### config.mk
export PLATFORM = sky130hd
export DESIGN_NAME = cache_refill_arbiter
export DESIGN_NICKNAME = d
export VERILOG_FILES = /design/src/rtl/cache_refill_arbiter_pkg.sv /design/src/rtl/cache_refill_arbiter_refill_line_assembler.sv /design/src/rtl/cache_refill_arbiter.sv
export SDC_FILE = /design/constraint.sdc
export NUM_CORES = 1
export LEC_CHECK = 0
export CAP_MARGIN = 0
export CORE_AREA = 2 2 257 259
export DETAILED_ROUTE_END_ITERATION = 8
export DIE_AREA = 0 0 259 261
export GPL_TIMING_DRIVEN = 0
export SLEW_MARGIN = 20
export SYNTH_ARGS = -nofsm -noshare
export SYNTH_HDL_FRONTEND = slang
export SYNTH_HIERARCHICAL = 1
export SYNTH_SLANG_ARGS = --single-unit
### constraint.sdc
create_clock -name clk -period 2.7 [get_ports clk]
set_clock_uncertainty 0.1 [all_clocks]
set_input_delay 0.54 -clock clk [delete_from_list [all_inputs] [get_ports clk]]
set_output_delay 0.54 -clock clk [all_outputs]
set_load 0.01 [all_outputs]
### src/rtl/cache_refill_arbiter_pkg.sv
// Shared constants, state and owner encodings for the cache refill arbiter.
//   MEM_ADDR_W / MEM_BEAT_W / LINE_BEATS  default geometry (32-bit addr, 8 x 32-bit beats)
//   LINE_BITS / LINE_OFFSET_W             256-bit line, 5 byte-offset bits
//   state_e                               one-hot FSM encoding
//   owner_e                               which cache owns the current refill
//   rr_pick()                             round-robin grant decision
package cache_refill_arbiter_pkg;

  localparam int MEM_ADDR_W    = 32;
  localparam int MEM_BEAT_W    = 32;
  localparam int LINE_BEATS    = 8;
  localparam int LINE_BITS     = MEM_BEAT_W * LINE_BEATS;
  localparam int LINE_OFFSET_W = $clog2(LINE_BITS / 8);

  typedef enum logic [3:0] {
    S_IDLE   = 4'b0001,
    S_ADDR   = 4'b0010,
    S_DATA   = 4'b0100,
    S_RETURN = 4'b1000
  } state_e;

  typedef enum logic {
    ICACHE = 1'b0,
    DCACHE = 1'b1
  } owner_e;

  // req[0] = icache, req[1] = dcache. On a tie the cache not granted last wins.
  function automatic owner_e rr_pick(input logic [1:0] req, input owner_e last);
    if (req == 2'b11) return (last == ICACHE) ? DCACHE : ICACHE;
    else if (req[1])  return DCACHE;
    else              return ICACHE;
  endfunction

endpackage

### src/rtl/cache_refill_arbiter_refill_line_assembler.sv
// Collects BEATS memory beats into one cache line and checks the last marker.
//   clk, reset   clock, synchronous active-high reset (clears count and line)
//   start        restart beat counter for a new burst
//   capture      beats are accepted only while high (DATA phase)
//   beat_valid / beat_data / beat_last   incoming memory beat
//   line         assembled line, beat0 in the low bits
//   done         combinational: final beat accepted this cycle
//   err          registered 1-cycle pulse, at most one per burst
module refill_line_assembler
  import cache_refill_arbiter_pkg::*;
#(
  parameter int BEAT_W = MEM_BEAT_W,
  parameter int BEATS  = LINE_BEATS
) (
  input  logic                          clk,
  input  logic                          reset,
  input  logic                          start,
  input  logic                          capture,
  input  logic                          beat_valid,
  input  logic [BEAT_W-1:0]             beat_data,
  input  logic                          beat_last,
  output logic [BEATS-1:0][BEAT_W-1:0]  line,
  output logic                          done,
  output logic                          err
);

  localparam int CNT_W = $clog2(BEATS);

  logic [CNT_W-1:0]            cnt_q;
  logic                        err_seen_q;
  logic                        err_q;
  logic [BEATS-1:0][BEAT_W-1:0] line_q;
  logic [BEATS-1:0]            we;
  logic                        take;
  logic                        is_final;
  logic                        mismatch;

  assign take     = capture & beat_valid;
  assign is_final = (cnt_q == CNT_W'(BEATS - 1));
  // Last marker must appear exactly on the final beat; either an early or
  // a missing marker counts, but only the first one per burst is reported.
  assign mismatch = take & (beat_last != is_final);
  assign done     = take & is_final;

  generate
    for (genvar b = 0; b < BEATS; b++) begin : g_we
      assign we[b] = take && (cnt_q == CNT_W'(b));
    end
  endgenerate

  always_ff @(posedge clk) begin
    if (reset) begin
      cnt_q      <= '0;
      err_seen_q <= 1'b0;
      err_q      <= 1'b0;
    end else begin
      err_q <= mismatch & ~err_seen_q;
      if (start) begin
        cnt_q      <= '0;
        err_seen_q <= 1'b0;
      end else if (take) begin
        cnt_q <= cnt_q + 1'b1;
        if (mismatch) err_seen_q <= 1'b1;
      end
    end
  end

  always_ff @(posedge clk) begin
    if (reset) begin
      line_q <= '0;
    end else begin
      for (int b = 0; b < BEATS; b++)
        if (we[b]) line_q[b] <= beat_data;
    end
  end

  assign line = line_q;
  assign err  = err_q;

endmodule

### src/rtl/cache_refill_arbiter.sv
// Shares one memory read-burst channel between icache and dcache refills.
// Round-robin grant, one refill in flight, 8-beat aligned burst assembled
// into a 256-bit line and handed back on the owner's return port.
//   clk, reset                         clock, synchronous active-high reset
//   {i,d}cache_read_mem_en/_addr       refill request + physical address
//   mem_ready_for_{i,d}cache_read      arbiter idle
//   mem_receive_{i,d}cache_read_ok     1-cycle grant pulse
//   mem_{i,d}cache_return_data_en/_data line return (data 0 when not returning)
//   {i,d}cache_receive_mem_data_ok     cache consumed the line
//   rd_req/rd_addr/rd_addr_ok          burst address channel
//   rd_data_valid/rd_data/rd_data_last burst data channel
//   refill_err                         last-marker mismatch pulse
module cache_refill_arbiter
  import cache_refill_arbiter_pkg::*;
#(
  parameter int ADDR_W = MEM_ADDR_W,
  parameter int BEAT_W = MEM_BEAT_W,
  parameter int BEATS  = LINE_BEATS
) (
  input  logic                     clk,
  input  logic                     reset,
  input  logic                     icache_read_mem_en,
  input  logic [ADDR_W-1:0]        icache_read_mem_addr,
  output logic                     mem_ready_for_icache_read,
  output logic                     mem_receive_icache_read_ok,
  output logic                     mem_icache_return_data_en,
  output logic [BEAT_W*BEATS-1:0]  mem_icache_return_data,
  input  logic                     icache_receive_mem_data_ok,
  input  logic                     dcache_read_mem_en,
  input  logic [ADDR_W-1:0]        dcache_read_mem_addr,
  output logic                     mem_ready_for_dcache_read,
  output logic                     mem_receive_dcache_read_ok,
  output logic                     mem_dcache_return_data_en,
  output logic [BEAT_W*BEATS-1:0]  mem_dcache_return_data,
  input  logic                     dcache_receive_mem_data_ok,
  output logic                     rd_req,
  output logic [ADDR_W-1:0]        rd_addr,
  input  logic                     rd_addr_ok,
  input  logic                     rd_data_valid,
  input  logic [BEAT_W-1:0]        rd_data,
  input  logic                     rd_data_last,
  output logic                     refill_err
);

  localparam int LINE_W = BEAT_W * BEATS;
  localparam int OFF_W  = $clog2(LINE_W / 8);
  localparam logic [ADDR_W-1:0] ALIGN_MASK = ~ADDR_W'((64'd1 << OFF_W) - 64'd1);

  state_e              state_q, state_d;
  owner_e              owner_q, rr_last_q, win;
  logic [ADDR_W-1:0]   addr_q;
  logic [1:0]          req;
  logic                grant;
  logic                rdy;
  logic                asm_start;
  logic                asm_capture;
  logic                asm_done;
  logic                ret_en;
  logic                own_rcv_ok;
  logic [BEATS-1:0][BEAT_W-1:0] line;
  logic [LINE_W-1:0]   line_flat;

  assign req        = {dcache_read_mem_en, icache_read_mem_en};
  assign own_rcv_ok = (owner_q == ICACHE) ? icache_receive_mem_data_ok
                                          : dcache_receive_mem_data_ok;
  assign line_flat  = line;

  // Next-state and control; while reset is high every output stays low.
  always_comb begin
    state_d     = state_q;
    grant       = 1'b0;
    win         = rr_last_q;
    rdy         = 1'b0;
    rd_req      = 1'b0;
    asm_start   = 1'b0;
    asm_capture = 1'b0;
    ret_en      = 1'b0;
    if (!reset) begin
      case (state_q)
        S_IDLE: begin
          rdy = 1'b1;
          if (|req) begin
            grant   = 1'b1;
            win     = rr_pick(req, rr_last_q);
            state_d = S_ADDR;
          end
        end
        S_ADDR: begin
          rd_req = 1'b1;
          if (rd_addr_ok) begin
            asm_start = 1'b1;
            state_d   = S_DATA;
          end
        end
        S_DATA: begin
          asm_capture = 1'b1;
          if (asm_done) state_d = S_RETURN;
        end
        S_RETURN: begin
          ret_en = 1'b1;
          if (own_rcv_ok) state_d = S_IDLE;
        end
        default: state_d = S_IDLE;
      endcase
    end
  end

  always_ff @(posedge clk) begin
    if (reset) state_q <= S_IDLE;
    else       state_q <= state_d;
  end

  always_ff @(posedge clk) begin
    if (reset) begin
      owner_q   <= ICACHE;
      rr_last_q <= DCACHE;
      addr_q    <= '0;
    end else if (grant) begin
      owner_q   <= win;
      rr_last_q <= win;
      addr_q    <= ((win == ICACHE) ? icache_read_mem_addr : dcache_read_mem_addr) & ALIGN_MASK;
    end
  end

  refill_line_assembler #(
    .BEAT_W (BEAT_W),
    .BEATS  (BEATS)
  ) u_asm (
    .clk        (clk),
    .reset      (reset),
    .start      (asm_start),
    .capture    (asm_capture),
    .beat_valid (rd_data_valid),
    .beat_data  (rd_data),
    .beat_last  (rd_data_last),
    .line       (line),
    .done       (asm_done),
    .err        (refill_err)
  );

  assign rd_addr = rd_req ? addr_q : '0;

  assign mem_ready_for_icache_read  = rdy;
  assign mem_ready_for_dcache_read  = rdy;
  assign mem_receive_icache_read_ok = grant & (win == ICACHE);
  assign mem_receive_dcache_read_ok = grant & (win == DCACHE);
  assign mem_icache_return_data_en  = ret_en & (owner_q == ICACHE);
  assign mem_dcache_return_data_en  = ret_en & (owner_q == DCACHE);
  assign mem_icache_return_data     = mem_icache_return_data_en ? line_flat : '0;
  assign mem_dcache_return_data     = mem_dcache_return_data_en ? line_flat : '0;

endmodule

==> results.txt, run 1 <==
The die width is 259 um. The number of buffers added on ports is 639. In the routed design, unresolved DRC markers number 0. The actual slew at the worst max-slew pin is 928.0 ps. The area enclosed by the die boundary is 67600 um^2.

The total power density per cell area is 348.1 nW/um^2. The initial core utilization came out at 0.2404. The portion of netlist area occupied by mux cells came out at 0.1646.

The leftover overflow at the end of global routing is 0. Among all cell types in the netlist, the one instantiated most often is sky130_fd_sc_hd__and2_1. The total via count in the routed design came out at 15725.

The mean instance size in the synthesized netlist came out at 9.120 um^2. The count of mapped cells out of synthesis came out at 1714. The area inside the core boundary is 65040 um^2. The placed instances occupy a cell area of 23120 um^2. The vias per cell came out at 4.423. The critical path startpoint category is an input port. The average wire length per cell after detail routing is 23.18 um. Sorting the synthesized cells by area gives the leading types as sky130_fd_sc_hd__dfxtp_1 (38%), sky130_fd_sc_hd__and2_1 (22%), sky130_fd_sc_hd__mux2i_1 (16%). The least setup slack across all paths after layout came out at -565.6 ps. The clock tree synthesis step divided the H-tree into 2 levels. The detail route stage leaves a number of antenna-violating nets equal to 0. The critical path is of the in2out type. The routability-driven placement congestion ratio is 0.8891. Of the cells placed in the final design, the portion with a size suffix greater than 1 is 0.5362.

The number of global-route vias before repair was 16492. The largest vdd supply drop is 0.0002809 V. The adder-cell share of the synthesized area came out at 0.004802. On the critical path, the stage with the largest delay is an instance of sky130_fd_sc_hd__or3_4. Entering global routing, the biggest net connects 14 pins. The final count of negative-setup-slack endpoints is 532. The iteration count of the initial detailed-routing pass came out at 5. The post-synthesis cell area is 15630 um^2. The total number of nets in the final design is 2776. By instance count, the cell type seen most on the critical path is sky130_fd_sc_hd__buf_6.

The number of warnings printed during yosys synthesis came out at 6. For this design, the sink count on the clock tree is 294. The layout overhead on the synthesized area is 90.30%. The data arrival at the endpoint of the critical path came out at 2630 ps. Ranked by instance count, the synthesized netlist is headed by sky130_fd_sc_hd__and2_1 (540), sky130_fd_sc_hd__dfxtp_1 (294), sky130_fd_sc_hd__nand2b_1 (289), sky130_fd_sc_hd__mux2i_1 (257), sky130_fd_sc_hd__clkbuf_1 (108). TritonCTS built the clock tree. The signal on the critical path passes through clkbuf_1, or3_4, nor4_4, buf_12, buf_16, buf_6, buf_8, clkbuf_16, buf_6, buf_8, and2_4, buf_6. Of all nets on the critical path, the largest fanout is 10. The final max-slew violation count is 0. After clock tree synthesis, the clock-pin slew on the worst setup and hold paths is 60 ps. The smallest clock period supported by the final layout is computed as 3266 ps. The static leakage is 14.45 nW. The filler cells instantiated in the layout total 6033.

The global-route usage over all layers came out at 0.2287. The final antenna diode count came out at 0. For the final routed database, the setup TNS stands at -191960 ps.

Setup repair after global routing could not meet its margin everywhere. Of the total synthesized cell area, the portion taken by XOR and XNOR cells is 0.001121. The pre-CTS setup slack came out at -2171 ps. The number of antenna violations at the first check in global routing is 5. The sequential fraction of the synthesis area is 0.3765. The highest cell delay on the worst timing path is 460 ps. The tree is rooted in a sky130_fd_sc_hd__clkbuf_16.

The total count of hold-check failures in the final report is 0. The worst hold path belongs to the class reg2reg. STA puts the critical path data required time at 2060 ps. The post-synthesis share of cell area spent on and, or, nand and nor gates came out at 0.3522. The most area-hungry cell type in the Yosys netlist is sky130_fd_sc_hd__dfxtp_1. In this run the deepest clock path goes through 3 buffers. The count of routing violations after the opening detailed-route iteration came out at 667. The kind of capture point of the worst setup path is an output pin. The count of flip-flops with a built-in enable after synthesis is 0. The global-route wire length before repair is 113200 um. The maximum achievable frequency is 0.3062 GHz.

The detailed placement HPWL came out at 56490 um. In this run the register-to-register setup slack is 140 ps. In the synthesized netlist the async set-or-reset flop fraction comes to 0. The share of synthesized area in the top cell type comes to 0.3765.

The total power after layout is 0.01036 W. The height of the die came out at 261 um. The number of storage elements in the synthesis netlist came out at 294. Among all flip-flop cells after synthesis, the most frequent one is sky130_fd_sc_hd__dfxtp_1. The latest clock arrival within the worst-skew pair is 540 ps. The run finished, with violations left. The number of distinct library cells after synthesis came out at 47. The checks that failed: setup timing.

The max-capacitance violation count is 0. After routing the design area is 29750 um^2. In this run the core area contains 94 standard-cell rows. The synthesized-area fraction occupied by ao, oa, aoi and oai cells came out at 0.03898.

Clock tree synthesis inserted a total of 36 buffers. Measured against its own limit, the worst slew margin works out to 0.3813. The dominant combinational cell family by area after synthesis is simple AND/OR/NAND/NOR gates. The routed design has 82410 um of wire. For this design the top-level I/O count stands at 657. The post-route fraction of the period consumed by the critical path came out at 1.209.
==> through the flow <==
stage | utilization | instances | hold WS [ps]
after floorplan | - | 1718 | 290.6
after global placement | 0.3555 | 3221 | 304.6
after detailed placement | 0.3555 | 3221 | 304.2
after CTS | 0.4275 | 3504 | 310.3
after global routing | 0.4574 | 3555 | 354.5
final | 0.4574 | 3555 | 311.6
==> worst paths after layout <==
kind / from / end / cells past startpoint
setup reg to reg: state_q[0] / u_asm/line[97] / 8
hold reg to reg: u_asm/err_seen_q / u_asm/err / 1
hold / removal: u_asm/err_seen_q / u_asm/err / 1
setup / recovery: reset / mem_icache_return_data[195] / 12
==> logic make-up (layout without fill, tap and decap cells) <==
logic type | after synthesis | in the layout
AOI/OAI and AO/OA | 71 | 71
xor gates and xnor gates | 2 | 2
adders and majority gates | 6 | 6
buffers and inverters | 213 | 1186
and+or+nand+nor | 870 | 870
DFF | 294 | 294
other | 1 | 5
muxes | 257 | 257
==> power breakdown <==
part	internal, W	total (W)	switching (W)	leakage (nW)
Sequential	0.00442	0.00447	0.0000453	2.37
Clock	0.00297	0.00494	0.00197	0.611
Combinational	0.000464	0.000950	0.000486	11.5
Total	0.00785	0.0104	0.00250	14.5
==> layout make-up <==
cell class | count | area (um^2) | share of cell area
tap | 864 | 1081 | 0.03634
clock inverter | 15 | 132.6 | 0.004458
inverter | 35 | 131.4 | 0.004416
buffer | 148 | 1280 | 0.04303
clock buffer | 49 | 1071 | 0.03600
sequential | 294 | 5901 | 0.1984
timing repair buffer | 939 | 10240 | 0.3441
multi-input combinational | 1211 | 9916 | 0.3333
==> routing by layer <==
| layer | wire (um) | track usage | up-vias |
|---|---|---|---|
| met5 | 11 | 0 | - |
| met4 | 2479 | 0.06230 | 2 |
| li1 | - | - | 7396 |
| met3 | 3842 | 0.03910 | 122 |
| met2 | 41960 | 0.4188 | 529 |
| met1 | 34110 | 0.2742 | 7676 |
==> critical path, delay by kind of cell <==
family | cells | cell delay [ps]
buffers and inverters | 9 | 1240
and+or+nand+nor | 3 | 810
==> state kept, by name, summed over array words and instances (netlist names) <==
register / count
addr_q: 27
state_q: 4
owner_q: 1
u_asm/cnt_q: 3
u_asm/err_seen_q: 1
rr_last_q: 1
u_asm/line: 256
u_asm/err: 1
==> timing repair <==
| item | CTS | global route |
|---|---|---|
| buffers inserted | 183 | 94 |
| endpoints found under the setup margin | 722 | 734 |
| gates resized for setup | 2796 | 765 |
| gates cloned | 38 | 5 |
| pin swaps | 70 | 24 |
| hold buffers | 0 | 0 |
==> cell usage in the layout (no fill, tap or decap), drive strengths merged, types with 2 or more instances in the layout <==
master         count
a211oi            27
a21bo              2
a21oi              7
a221o             27
and2             540
and4b              3
buf              883
bufinv             2
clkbuf           144
clkdlybuf4s15     10
clkdlybuf4s50     93
clkinv            11
conb               5
dfxtp            294
dlymetal6s2s       6
ha                 6
inv               37
mux2i            257
nand2              5
nand2b           289
nand3              6
nand4              3
nand4b             3
nor2               4
nor4               6
o21ai              3
or2                2
(Power assumes the default switching activity.)
==> run 2, diff against run 1 <==
==> constraint.sdc (replaced) <==
create_clock -name clk -period 3.1 [get_ports clk]
set_clock_uncertainty 0.1 [all_clocks]
set_input_delay 0.62 -clock clk [delete_from_list [all_inputs] [get_ports clk]]
set_output_delay 0.62 -clock clk [all_outputs]
set_load 0.01 [all_outputs]
==> results.txt, run 2 (synthesis gave the netlist of run 1 again) <==
The count of cells in the finished layout, fillers not included, comes to 3371. Summed over all cells, the static leakage comes to 14.45 nW. The die is 259 um wide. The path class of the tightest hold or removal check is reg2reg.

The final max-slew violation count was 0. For the pin with the worst max-slew slack, the measured transition is 962.8 ps. The leftover overflow at the end of global routing is 0. Derived from the worst setup path, the maximum achievable clock frequency is 0.2944 GHz. The flow ran to the end, but the final reports show violations. The highest cell delay on the worst timing path came out at 530 ps.

The core region is 65040 um^2. Summing all placed instances gives a cell area of 23120 um^2. The count of unresolved DRC violations after routing came out at 0. On the critical path the largest part of the delay comes from buffers and inverters.

The number of antenna violations at the first check in global routing came out at 6. The critical path startpoint category is a flip-flop. After detailed routing, the average wire length per cell comes to 22.36 um. The clock passes through at most 3 buffers. The final standard cell area without fillers came out at 25830 um^2. The post-route setup TNS came out at -37380 ps.

The detailed placement HPWL is 56490 um. The total power density per cell area came out at 346.8 nW/um^2. The data arrival at the endpoint of the critical path came out at 2680 ps. Leaving out fill and tap cells, the most frequent cell in the layout is sky130_fd_sc_hd__and2_1. The H-tree depth reported by CTS came out at 2.

The vias per cell is 4.352. The clock period minus worst slack came out at 3397 ps. The final reports fail on setup timing.

The total via count in the routed design came out at 14672. The maximum fanout along the worst path came out at 10. The placed instance count is 3221.

The ratio of cells with drive above 1 in the final layout came out at 0.2615. The data required time at the worst endpoint came out at 2380 ps. Once detail routing completed, the nets flagged for antenna violations numbered 0. The number of top-level pins came out at 657.

Setup repair after global routing could not meet its margin everywhere. Across the VDD grid, the largest voltage drop is 0.0002417 V. The type of the setup path with the least slack is reg2out.

Of the available clock period, the critical path in the final layout requires 1.096. For this block, the initial DRC count from the detailed router was 488. The sum of buffers and inverters on the critical path is 4. Clock latency on the worst-skew pair, taken at its later pin, is 540 ps. The register with the most flip-flops in the layout has 256 of them.

In this run the tightest slew margin relative to its limit is 0.3581. The row count is 94. The max-capacitance violation count is 0.

The largest net degree at the start of global routing is 14. The layout overhead on the synthesized area came out at 65.24%. The area enclosed by the die boundary is 67600 um^2. Hold timing on the final database bottoms out at a slack of 311.5 ps. Clock tree synthesis found a total of 294 sinks. The global-route wire length before repair is 104200 um. The total wire length after detailed routing came out at 75390 um.

The critical path's slowest cell is sky130_fd_sc_hd__clkdlybuf4s50_1. The total count of hold-check failures in the final report is 0. Clock tree synthesis selected as its root buffer the cell sky130_fd_sc_hd__clkbuf_16. TritonCTS built the clock tree. The total number of nets in the final design is 2590. The critical path goes through or3_4, nor4_4, buf_12, buf_16, clkbuf_8, and2_1, clkdlybuf4s50_1. The least setup slack across all paths after layout came out at -297.0 ps.

The initial core utilization came out at 0.2404. Routability-driven placement finished with a final weighted congestion of 0.8891. The final count of negative-setup-slack endpoints came out at 373.

The library cells used most frequently in the layout, excluding fill and tap cells, are sky130_fd_sc_hd__and2_1 (452), sky130_fd_sc_hd__dfxtp_1 (291), sky130_fd_sc_hd__nand2b_1 (288). The height of the die is 261 um. The global-route usage over all layers came out at 0.2108.

The number of global-route vias before repair was 15358. The number of buffers created by CTS came out at 36. The clock-pin slew of the registers on the worst-case setup and hold paths is 60 ps. The worst setup path is captured at an output pin. The iteration count of the initial detailed-routing pass is 5.

The number of buffers added on ports came out at 639.
-- run 2: layout make-up --
type | instances | area (um^2)
fillers | 6481 | 39210
multi-input cells | 1211 | 9062
repair buffers | 732 | 6978
flip-flops and latches | 294 | 5897
plain buffers | 169 | 1473
well taps | 864 | 1081
clock buffers | 49 | 1071
clock inverters | 15 | 132.6
inverters | 35 | 131.4
diodes | 2 | 5.005
-- run 2: path summary, 6_finish.rpt --
path	slack (ps)	to	cells after the start	from
hold / removal	310	u_asm/err	1	u_asm/err_seen_q
setup / recovery	-300	mem_icache_return_data[201]	7	state_q[0]
hold reg to reg	310	u_asm/err	1	u_asm/err_seen_q
setup reg to reg	160	state_q[2]	11	state_q[0]
-- run 2: layer usage --
layer | track usage | vias to the layer above | wire length, um
met5 | 0 | - | 11
met1 | 0.2577 | 7108 | 32280
met3 | 0.03630 | 81 | 3673
met2 | 0.3831 | 460 | 38010
met4 | 0.05026 | 2 | 1416
li1 | - | 7021 | -
-- run 2: report_power, final --
| group | switching [W] | internal (W) |
|---|---|---|
| registers | 0.0000366 | 0.00385 |
| clock network | 0.00171 | 0.00259 |
| logic | 0.000403 | 0.000371 |
| total | 0.00215 | 0.00681 |
-- run 2: metrics by stage --
step	total power, W	worst slack, ps	utilization
6_report	0.008958	-297.0	0.3972
5_1_grt	0.009276	-360.5	0.3971
4_1_cts	0.009078	-620.0	0.3881
3_5_place_dp	0.004703	-1931	0.3555
3_3_place_gp	0.004685	-1946	0.3555
2_1_floorplan	0.004361	302.2	-
-- run 2: timing repair --
| action | 4_1_cts | 5_1_grt |
|---|---|---|
| gates resized for setup | 463 | 1104 |
| setup endpoints to repair | 548 | 548 |
| setup buffers | 26 | 55 |
| pin swaps | 4 | 5 |
| gates cloned | 5 | 9 |
| hold buffers | 0 | 0 |
